`config.mk`:
```
export PLATFORM = sky130hd
export DESIGN_NAME = jk_bank_sequencer
export DESIGN_NICKNAME = d
export VERILOG_FILES = /design/src/rtl/jk_bank_sequencer.sv
export SDC_FILE = /design/constraint.sdc
export NUM_CORES = 1
export LEC_CHECK = 0
export CORE_MARGIN = 2
export CORE_UTILIZATION = 45
export CTS_CLUSTER_DIAMETER = 150
export CTS_CLUSTER_SIZE = 16
export DETAILED_ROUTE_END_ITERATION = 10
export PLACE_DENSITY_LB_ADDON = 0.15
export REMOVE_ABC_BUFFERS = 1
export SYNTH_ARGS = -nofsm -noshare
export SYNTH_HDL_FRONTEND = slang
export SYNTH_SLANG_ARGS = --single-unit
```
`constraint.sdc`:
```
create_clock -name clk -period 2 [get_ports clk]
set_input_delay 0.5 -clock clk [delete_from_list [all_inputs] [get_ports clk]]
set_output_delay 0.5 -clock clk [all_outputs]
set_load 0.005 [all_outputs]
```
`src/rtl/jk_bank_sequencer.sv`:
```
// Command-driven sequencer for an internal bank of JK flip-flops.
// Accepts one command at a time and drives per-bit j/k patterns.
module jk_bank_sequencer #(
  parameter int WIDTH = 4,
  parameter int CNT_W = 8
) (
  input  logic             clk,
  input  logic             clr,
  input  logic             cmd_valid,
  output logic             cmd_ready,
  input  logic [2:0]       cmd_op,
  input  logic [WIDTH-1:0] cmd_mask,
  input  logic [CNT_W-1:0] cmd_count,
  output logic [WIDTH-1:0] j_out,
  output logic [WIDTH-1:0] k_out,
  output logic [WIDTH-1:0] q,
  output logic [WIDTH-1:0] qn,
  output logic             busy,
  output logic             done,
  output logic [1:0]       dbg_state
);

  // Handshake: a command transfers on a rising edge where cmd_valid && cmd_ready;
  // cmd_ready is high only in IDLE with clr low, so commands offered while busy are dropped.

  typedef enum logic [1:0] {
    S_IDLE = 2'd0,
    S_EXEC = 2'd1,
    S_DONE = 2'd2
  } state_t;

  localparam logic [2:0] OP_SET    = 3'd1;
  localparam logic [2:0] OP_CLEAR  = 3'd2;
  localparam logic [2:0] OP_TOGGLE = 3'd3;
  localparam logic [2:0] OP_CNT_UP = 3'd4;
  localparam logic [2:0] OP_CNT_DN = 3'd5;
  localparam logic [2:0] OP_SHL    = 3'd6;

  state_t           state_q;
  logic [2:0]       op_q;
  logic [WIDTH-1:0] mask_q;
  logic [CNT_W-1:0] steps_q;
  logic [WIDTH-1:0] bank_q;
  logic [WIDTH-1:0] bank_d;
  logic [WIDTH-1:0] up_c;
  logic [WIDTH-1:0] dn_c;
  logic [WIDTH-1:0] low_m;
  logic [WIDTH-1:0] j_d;
  logic [WIDTH-1:0] k_d;
  logic             multi_op;

  // Carry enables: bit i toggles when all lower bits are 1 (up) or 0 (down).
  always_comb begin
    up_c  = '0;
    dn_c  = '0;
    low_m = '0;
    up_c[0] = 1'b1;
    dn_c[0] = 1'b1;
    for (int i = 1; i < WIDTH; i++) begin
      low_m[i-1] = 1'b1;
      up_c[i]    = ((bank_q & low_m) == low_m);
      dn_c[i]    = ((bank_q & low_m) == '0);
    end
  end

  always_comb begin
    j_d = '0;
    k_d = '0;
    case (op_q)
      OP_SET:    j_d = mask_q;
      OP_CLEAR:  k_d = mask_q;
      OP_TOGGLE: begin j_d = mask_q; k_d = mask_q; end
      OP_CNT_UP: begin j_d = up_c;   k_d = up_c;   end
      OP_CNT_DN: begin j_d = dn_c;   k_d = dn_c;   end
      OP_SHL: begin
        j_d = {bank_q[WIDTH-2:0], mask_q[0]};
        k_d = {~bank_q[WIDTH-2:0], ~mask_q[0]};
      end
      default: begin j_d = '0; k_d = '0; end
    endcase
    if (state_q != S_EXEC || clr) begin
      j_d = '0;
      k_d = '0;
    end
  end

  assign bank_d   = (j_d & ~bank_q) | (~k_d & bank_q);
  assign multi_op = (cmd_op == OP_CNT_UP) || (cmd_op == OP_CNT_DN) || (cmd_op == OP_SHL);

  always_ff @(posedge clk) begin
    if (clr) begin
      state_q <= S_IDLE;
      op_q    <= '0;
      mask_q  <= '0;
      steps_q <= '0;
      bank_q  <= '0;
    end else begin
      bank_q <= bank_d;
      case (state_q)
        S_IDLE: begin
          if (cmd_valid) begin
            op_q   <= cmd_op;
            mask_q <= cmd_mask;
            if (!multi_op) begin
              steps_q <= CNT_W'(1);
              state_q <= S_EXEC;
            end else if (cmd_count == '0) begin
              steps_q <= '0;
              state_q <= S_DONE;
            end else begin
              steps_q <= cmd_count;
              state_q <= S_EXEC;
            end
          end
        end
        S_EXEC: begin
          steps_q <= steps_q - CNT_W'(1);
          if (steps_q == CNT_W'(1)) state_q <= S_DONE;
        end
        S_DONE:  state_q <= S_IDLE;
        default: state_q <= S_IDLE;
      endcase
    end
  end

  assign j_out     = j_d;
  assign k_out     = k_d;
  assign q         = bank_q;
  assign qn        = ~bank_q;
  assign cmd_ready = (state_q == S_IDLE) && !clr;
  assign busy      = ((state_q == S_EXEC) || (state_q == S_DONE)) && !clr;
  assign done      = (state_q == S_DONE) && !clr;
  assign dbg_state = state_q;

endmodule

```
==> reports/results.ini <==
[pwr]
p_int_w = 0.000818
combPwrFrac_pct = 43.6
pwr-share-seq_pct = 39.8
power.clock.fraction_pct = 16.7
swShare_pct = 35.5
p_sw_w = 0.000451
p_leak_nw = 0.891
power_density_nw_per_um2 = 567
ir_worst_vdd_mv = 0.374

[route]
ant_nets = 0
num_vias = 1734
viasPerCell = 5.69
finalWirelength_mm = 4.39
post_drt_wl_per_cell_um = 14.4
drtPass1Iterations = 5
drtIter0Drc = 86
drc_errors = 0

[sta]
post-route-period-util_pct = 115
slew_headroom_pct = 78.4
setup-violations-final = 7
rsz0062_at_grt = yes
whs_ns = 0.466
max_freq_ghz = 0.436
worst_slew_pin_slew_ns = 0.323
fin_ws_ns = -0.291
finClkSkew_ns = 0.00152
min_period_ns = 2.29
hold_violations = 0
finalMaxSlewViolations = 0

[clock_network]
cts_tree = yes
clockBufferDepth = 2
clockRootBuffer = clkbuf_4
cts_sinks = 21
cts_made_buffers = 3
worstSkewPairLatency_ns = 0.31
path_clk_slew_ns = 0.12
cts_max_level = 1

[critical_path]
timing.rr.start = dbg_state[0]$_SDFFE_PP0P_
critical_path_arrival_ns = 1.79
reg2regPathDepth = 9
critPathRequiredTime_ns = 1.50
critPathCaptureType = output port
worstSetupPathType = reg -> out
r2r-end = steps_q[7]$_SDFFE_PP0P_
startpoint_type = flop
r2r_slack_ns = 0.10
crit_start = q[0]$_SDFF_PP0_
cp_max_fo = 5
endpoint = j_out[3]

[placement]
post-place-cells = 292
place.gp.congestion = 0.902
io_buffer_count = 38
dpl.hpwl_mm = 2.99

[synthesis]
yosys_warnings = 0
ys_ff_latch = 21
synth-main-ff-cell = dfxtp_1
synth_cells = 190
ys_types = 47
syn_avg_cell_area_sq_um = 7.60
syn_area_sq_um = 1440
synth_edf_count = 0
yosysSeqAreaShare_pct = 29.1
synthArstFlopShare_pct = 0

[finish]
antennaDiodeCount = 0
nets = 285
final_cells = 305
syn2layout_area_growth_pct = 54.9
drive_above_1_share_pct = 33.0
fillers = 259

[run]
max_cap_violations = 0

[floorplan]
dieArea_sq_um = 3680
die_h_um = 60.6
start_util_pct = 47.3
die-width_um = 60.6
core-area_sq_um = 3050
row_count = 20
pin_count = 39

[grt]
grt_max_degree = 27
grt_antenna_before_repair = 0
gr-total-overflow = 0
grt_pass1_vias = 1606
grt_pass1_wl_mm = 6.96
grt_usage_pct = 24.7

[hold_path]
worstHoldStart = mask_q[3]$_SDFFE_PP0P_
hold_path_class = reg -> reg

[status]
outcome = finished, violations left
violations = setup timing

-- synthesized netlist by cell type (2+ instances only) --
library cell / n / area share (%)
o21ai_0: 15 / 5.2
or3b_1: 2 / 1.2
a21oi_1: 22 / 7.6
a311oi_1: 2 / 1.2
a31oi_1: 2 / 0.87
ha_1: 5 / 4.3
or4b_1: 2 / 1.4
and3_1: 2 / 0.87
or4_1: 4 / 2.1
nor3_1: 7 / 2.4
nand2_1: 15 / 3.9
clkbuf_1: 8 / 2.1
a21o_1: 2 / 1.0
nand3b_1: 2 / 1.0
nor3b_1: 6 / 3.1
nor2_1: 9 / 2.3
nand2b_1: 5 / 2.2
a211oi_1: 4 / 2.1
dfxtp_1: 21 / 29
nor2b_1: 5 / 2.2
a221oi_1: 2 / 1.2
o32ai_1: 3 / 1.8
inv_1: 11 / 2.9
buf_2: 4 / 1.4
nand3_1: 8 / 2.8
-- cell families after synthesis --
kind of cell	share of synthesized area, %
flops	29.1
compound gates	27.0
buf+inv	7.71
xor+xnor	0.607
mux	0.780
fa+ha+maj	4.33
simple gates	30.4
-- state kept, by name, summed over array words and instances, names as in the netlist --
register   flops
steps_q        8
mask_q         4
q              4
op_q           3
dbg_state      2
-- power by group through the flow --
stage	Clock, W	Combinational, W	Sequential (W)
floorplan	0	0.000264	0.000512
global route	0.000245	0.000608	0.000509
finish	0.000211	0.000553	0.000505
detailed placement	0	0.000503	0.000509
CTS	0.000220	0.000524	0.000504
global placement	0	0.000487	0.000506
-- cell type report --
type	instances	area, sq um	share of cell area (%)
Timing Repair Buffer	81	672	30.1
Tap cell	44	55.1	2.46
Sequential cell	21	439	19.6
Clock buffer	4	26.3	1.18
Multi-Input combinational cell	143	998	44.7
Inverter	12	45.0	2.01
-- critical path, stage by stage (launching register included) --
cell and delay [ns]:
dfxtp_4 0.38, or4b_4 0.51, a21o_1 0.22, o311a_1 0.14
nor3_2 0.10, buf_2 0.13
-- metrics by stage --
step                utilization (%)  instance area (sq um)  setup slack [ns]   TNS, ns  power [W]
global route                   73.2                   2240            -0.368     -1.97    0.00136
finish                         73.2                   2240            -0.291     -1.32    0.00127
global placement               67.7                   2070            -0.746     -6.33   0.000993
detailed placement             67.7                   2070            -0.789     -6.90    0.00101
CTS                            70.8                   2160            -0.280     -1.20    0.00125
floorplan                         -                   1380          -0.00341  -0.00649   0.000776
-- routing by layer --
layer | vias up | track usage, % | routed length [um]
li1 | 840 | - | -
met4 | 0 | 9.32 | 98
met1 | 811 | 28.1 | 1750
met3 | 13 | 4.48 | 244
met5 | - | 0 | 0
met2 | 70 | 45.3 | 2300
-- cells in the final DEF, fill, tap and decap left out, types with 2 or more instances in the layout --
master	count
a211oi_1	3
a21o_1	2
a21oi_1	20
a21oi_2	2
a221oi_1	2
a311oi_2	2
a31oi_1	2
and3_1	2
buf_2	8
buf_4	38
buf_6	6
clkbuf_2	3
clkbuf_4	3
clkdlybuf4s50_1	23
dfxtp_1	14
dfxtp_2	3
dfxtp_4	4
dlymetal6s2s_1	2
ha_1	4
inv_1	10
inv_2	2
nand2_1	15
nand2b_1	5
nand3_1	8
nand3b_1	2
nor2_1	9
nor2b_1	5
nor3_1	4
nor3_2	2
nor3b_1	6
o21ai_0	15
o32ai_1	3
or3b_1	2
or4_1	4
or4b_4	2
-- timing repair --
item,4_1_cts,5_1_grt
resized for setup,56,24
setup buffers,4,5
hold buffers,0,0
pin swaps,6,7
endpoints found under the setup margin,11,12
-- worst min path at each step --
stage | depth (start not counted) | slack, ns | endpoint
2_1_floorplan | 2 | 0.43 | mask_q[3]$_SDFFE_PP0P_
3_3_place_gp | 2 | 0.44 | mask_q[3]$_SDFFE_PP0P_
3_5_place_dp | 2 | 0.45 | mask_q[3]$_SDFFE_PP0P_
4_1_cts | 2 | 0.47 | mask_q[3]$_SDFFE_PP0P_
5_1_grt | 2 | 0.48 | mask_q[3]$_SDFFE_PP0P_
6_report | 2 | 0.47 | mask_q[3]$_SDFFE_PP0P_
(Power assumes the default switching activity.)
